[config.mk]
export PLATFORM = sky130hd
export DESIGN_NAME = serial_subtractor
export DESIGN_NICKNAME = d
export VERILOG_FILES = /design/src/rtl/serial_subtractor_pkg.sv /design/src/rtl/full_subtractor.sv /design/src/rtl/serial_subtractor.sv
export SDC_FILE = /design/constraint.sdc
export NUM_CORES = 1
export LEC_CHECK = 0
export CAP_MARGIN = 5
export CORE_UTILIZATION = 40
export CTS_CLUSTER_DIAMETER = 60
export CTS_CLUSTER_SIZE = 12
export DETAILED_ROUTE_END_ITERATION = 10
export GPL_TIMING_DRIVEN = 1
export PLACE_DENSITY = 0.62
export SLEW_MARGIN = 0
export SYNTH_ARGS = -nofsm -noshare
export SYNTH_HDL_FRONTEND = slang
export SYNTH_SLANG_ARGS = --single-unit
[constraint.sdc]
create_clock -name clk -period 3.3 [get_ports clk]
set_input_delay 0.825 -clock clk [delete_from_list [all_inputs] [get_ports clk]]
set_output_delay 0.825 -clock clk [all_outputs]
set_load 0.005 [all_outputs]
[src/rtl/serial_subtractor_pkg.sv]
// Shared types and defaults for the bit-serial subtractor.
// State encodings and the default operand width live here.
package serial_subtractor_pkg;

  typedef enum logic [1:0] {
    IDLE  = 2'd0,
    SHIFT = 2'd1,
    DONE  = 2'd2
  } state_t;

  localparam int DEFAULT_WIDTH = 8;

endpackage

[src/rtl/full_subtractor.sv]
// One-bit full subtractor cell: d = a - b - bi, bo is the borrow out.
module full_subtractor (
  input  logic a,
  input  logic b,
  input  logic bi,
  output logic d,
  output logic bo
);

  assign d  = a ^ b ^ bi;
  assign bo = (~a & b) | (~(a ^ b) & bi);

endmodule

[src/rtl/serial_subtractor.sv]
// Bit-serial A - B - Bin, LSB first, reusing one full-subtractor cell per clock.
// diff/bout update only when an operation completes, so partial results never show.
module serial_subtractor
  import serial_subtractor_pkg::*;
#(
  parameter int WIDTH = DEFAULT_WIDTH
) (
  input  logic             clk,
  input  logic             rst,
  input  logic             start,
  input  logic [WIDTH-1:0] a,
  input  logic [WIDTH-1:0] b,
  input  logic             bin,
  output logic [WIDTH-1:0] diff,
  output logic             bout,
  output logic             busy,
  output logic             done
);

  localparam int CW = $clog2(WIDTH) + 1;
  localparam logic [CW-1:0] LAST = CW'(WIDTH - 1);

  state_t          state;
  state_t          state_nxt;
  logic [WIDTH-1:0] sa;
  logic [WIDTH-1:0] sb;
  logic [WIDTH-1:0] sr;
  logic             brw;
  logic [CW-1:0]    cnt;
  logic             d;
  logic             bo;
  logic             last;
  logic             sr_unused;

  full_subtractor u_cell (
    .a  (sa[0]),
    .b  (sb[0]),
    .bi (brw),
    .d  (d),
    .bo (bo)
  );

  assign last = (cnt == LAST);
  // sr[0] is shifted out on the final edge and never needed
  assign sr_unused = sr[0];

  always_ff @(posedge clk or posedge rst) begin
    if (rst) state <= IDLE;
    else     state <= state_nxt;
  end

  always_comb begin
    state_nxt = IDLE;
    busy      = 1'b0;
    done      = 1'b0;
    case (state)
      IDLE:    state_nxt = start ? SHIFT : IDLE;
      SHIFT: begin
        busy      = 1'b1;
        state_nxt = last ? DONE : SHIFT;
      end
      DONE: begin
        done      = 1'b1;
        state_nxt = IDLE;
      end
      default: state_nxt = IDLE;
    endcase
  end

  always_ff @(posedge clk or posedge rst) begin
    if (rst) begin
      sa   <= '0;
      sb   <= '0;
      sr   <= '0;
      brw  <= 1'b0;
      cnt  <= '0;
      diff <= '0;
      bout <= 1'b0;
    end else begin
      case (state)
        IDLE: begin
          if (start) begin
            sa  <= a;
            sb  <= b;
            brw <= bin;
            cnt <= '0;
          end
        end
        SHIFT: begin
          sr  <= {d, sr[WIDTH-1:1]};
          sa  <= sa >> 1;
          sb  <= sb >> 1;
          brw <= bo;
          cnt <= cnt + CW'(1);
          if (last) begin
            diff <= {d, sr[WIDTH-1:1]};
            bout <= bo;
          end
        end
        default: ;
      endcase
    end
  end

endmodule

======== Yosys cells after proc, flatten, opt, wreduce, memory -nomap -nowiden ========
Index checks and enable logic that the tools add are counted.
word-level totals
  flip-flop bits (word level) ............. 40
  word-level logic and storage cells ...... 37
  bits of input ports ..................... 20
cells by class
  eq/ne operators ......................... 4
  bitwise gates (word level) .............. 7
  multiplexer cells ....................... 13
  reductions and logical operators ........ 4
  add/subtract/negate cells ............... 1
operator list
  operator             number
  $pmux 8 s2           2
  $mux 8               2
  $pmux 4 s2           1
  $add 4x1->4 const B  1
  $eq 4x3->1 const B   1
  $mux 1               4
  $mux 4               1
  $pmux 2 s2           1
  $reduce_and 2->1     2
  $and 1x1->1          2
  $eq 2x1->1 const B   1
  $eq 2x2->1 const B   1
  $logic_not 2->1      1
  $mux 2               1
  $ne 2x2->1 const B   1
  $not 1->1            2
  $pmux 1 s2           1
  $reduce_bool 2->1    1
  $xor 1x1->1          2
  $or 1x1->1           1

======== Longest topological paths before layout ========
  word-level depth ........................ 5
  mapped depth ............................ 5
  gate-level depth less buffers ........... 5

======== By module ========
A second synthesis with hierarchy kept.
unflattened totals
  cell total of the unflattened synthesis .. 155
  area, all modules ....................... 1650.3 um2
modules (own cells, without submodules)
  module             cells each  instances  area an instance (um2)
  serial_subtractor  151         1          1619.1
  full_subtractor    4           1          31.3

======== Worst setup path before layout ========
No wires, ideal clock.
  path type ............................... register to output
  start ................................... register state[0]
  end ..................................... output busy
  setup slack ............................. 1.709 ns
  arrival ................................. 0.766 ns
  cell stages (with the launch flop) ...... 4
  buffers on the path ..................... 2
  data required time ...................... 2.475 ns
  cell sequence ........................... dfrtp_1 > buf_4 > nor2b_4 > buf_2
between the ends
  longest elaborated chain between the ends .. 2
ends and longest elaborated chain
  what                    line                     text
  start, declared         serial_subtractor.sv:23  state_t state;
  start signal, assigned  serial_subtractor.sv:49  else state <= state_nxt;
  $eq 2x1->1              serial_subtractor.sv:56  case (state)
  $mux 1                  serial_subtractor.sv:56
  end, declared           serial_subtractor.sv:16  output logic busy,
Every way passes these cells.

======== Worst setup path after layout ========
  start ................................... register state[1]
  end ..................................... output busy
The elaborated chain is that of the path after synthesis.

==> results.ini <==
[global_route]
grt_use_total=0.171
grt_max_degree=40
grt_pass1_vias=1193
grt_pass1_wl_mm=5.57
overflow=0
antenna_found_initial=0

[power]
power_frac_seq=0.469
p_sw_frac=0.310
power_density_nw_per_um2=821
power.internal_mw=1.19
irDropWorstVdd_uv=361
leakage_nw=0.895
comb_power_share=0.356
p_switching_mw=0.534
report.power.total_mw=1.72
clkPwrFrac=0.176

[sta]
max_slew_margin=0.476
fin_crit_sh=0.807
rsz0062_at_grt=false
hold_ws_ns=0.491
hold_viol=0
tns_ns=0
finalSetupViolCount=0
max_freq_mhz=376
finClkSkew_ns=0.00421
slew_violations=0
worstMarginPinSlew_ns=0.782
setup_ws_ns=0.638
period_needed_ns=2.66

[worst_setup_path]
crit_type=reg -> out
cp-end-kind=output pin
cp_max_fo=20
start_kind=flip-flop
required_ns=2.47
crit_arrival_ns=1.84

[yosys]
ys_ff_latch=39
synth_top_family_by_area=compound AO/OA/AOI/OAI gates
syn_inst=140
avgSynthCellArea_um2=12.0
yosys_warnings=0
seq_area_frac_synth=0.581
synth_fp_nets=162
synthMuxAreaShare=0.119
synth-simple-area-share=0.0827
netlist_area_um2=1680
synth_compound_area_frac=0.152
synthAdderAreaFrac=0.0194
yosysUniqueCellTypes=27
synth_xor_area_frac=0

[placement]
dp.cells=215
gp_congestion=0.747
place_hpwl_mm=2.12
io_buffers=30
place_ws_ns=0.865
place_area_um2=2020

[final_layout]
stdcell_area_um2=2100
area_growth_pct=25.0
nets=194
final_cell_count_no_fill=223
final_cell_mix=39 x dfrtp_1, 30 x clkdlybuf4s50_1, 16 x nand2_1, 16 x mux2_2, 14 x o21ai_0
fin_util=0.521
mostFrequentLayoutCell=dfrtp_1
diodes=0
fillers=350
drive_gt1_frac=0.168

[clock_tree]
ctsHoldBuffers=0
clkTransAtPathRegs_ns=0.07
cts_htree_levels=2
cts_root_buffer=clkbuf_8
cts_setup_buffers=0
cts_tree=built
cts.sinks=39
ctsResizeCount=0
cts_made_buffers=5
clockBufferDepth=2
clock_latency_ns=0.29

[routing]
drcViolationCount=0
via_per_inst=5.07
route.detailed.wl_per_inst_um=13.9
dr.pass1.iters=4
routed_wl_mm=3.09
num_vias=1131
drtIter0Drc=45
ant_nets=0

[floorplanning]
initial_core_util=0.417
dieHeight_um=66.8
core_um2=4030
die_area_um2=4460
fp-row-count=23
io-pin-count=31
die_x_um=66.8

[min_path]
worstHoldPathType=reg -> reg

[status]
outcome=completed

[run]
max_cap_violations=0

[path summary, 6_finish.rpt]
check / cells after the start / start / slack (ns) / endpoint
min reg2reg: 2 / sa[5] / 0.49 / sa[5]
max reg2reg: 3 / state[1] / 1.06 / diff[5]
max in group asynchronous: 3 / rst / 2.01 / sa[7]
min in group asynchronous: 3 / rst / 0.95 / diff[1]
max: 2 / state[1] / 0.64 / busy
min: 2 / sa[5] / 0.49 / sa[5]
[final cells by class]
cell class                 instances  area, µm²  area share
tap                               50       62.6      0.0298
sequential                        39        976       0.465
multi-input combinational         86        627       0.299
clock buffer                       7       76.3      0.0364
clock inverter                     1       5.00     0.00238
inverter                           6       22.5      0.0107
timing repair buffer              34        330       0.157
[registers in the layout, summed over array words and instances, names as in the netlist]
signal,cells
bout,1
brw,1
cnt,4
diff,8
sa,8
sb,8
sr,7
state,2
[power by group through the flow]
stage	Sequential [mW]	Combinational (mW)	Clock [mW]
CTS	0.809	0.623	0.314
finish	0.808	0.613	0.303
global placement	0.810	0.607	0
detailed placement	0.816	0.620	0
global route	0.840	0.694	0.331
floorplan	0.779	0.419	0
[cells in the mapped netlist (all sizes together)]
cell    instances  share of area
a32o            1         0.0060
mux2i           2          0.012
clkbuf          2         0.0045
nor2b           5          0.023
a31oi           2         0.0075
fa              1          0.012
a22oi          13          0.058
nand2b          1         0.0037
nand3           1         0.0030
a21oi           3         0.0089
and3b           1         0.0052
o21ai          14          0.042
a22o            2          0.010
nand2          16          0.036
mux2           16           0.11
o21bai          1         0.0067
dfrtp          39           0.58
inv             6          0.013
nor3b           1         0.0075
nor2            2         0.0045
ha              1         0.0075
o22ai           2         0.0075
a41oi           1         0.0052
buf             7          0.028
[routing by layer]
layer	vias up	wire length, µm	GRT usage
met5	-	0	0
met4	0	50	0.0691
met3	5	100	0.0531
met2	19	1450	0.254
met1	550	1500	0.230
li1	557	-	-
[worst max-delay path, stage by stage, from the launching register on]
cell             delay (ns)
dfrtp_1                0.61
nor2b_4                0.38
clkdlybuf4s50_1        0.56
[cell families (layout without fill, tap and decap cells)]
group / Yosys count / count (layout)
and+or+nand+nor: 27 / 27
adders and majority gates: 2 / 2
muxes: 18 / 18
AOI/OAI and AO/OA: 39 / 39
DFF: 39 / 39
buffers and inverters: 15 / 48
No activity file was read; power rests on OpenSTA's default activity.
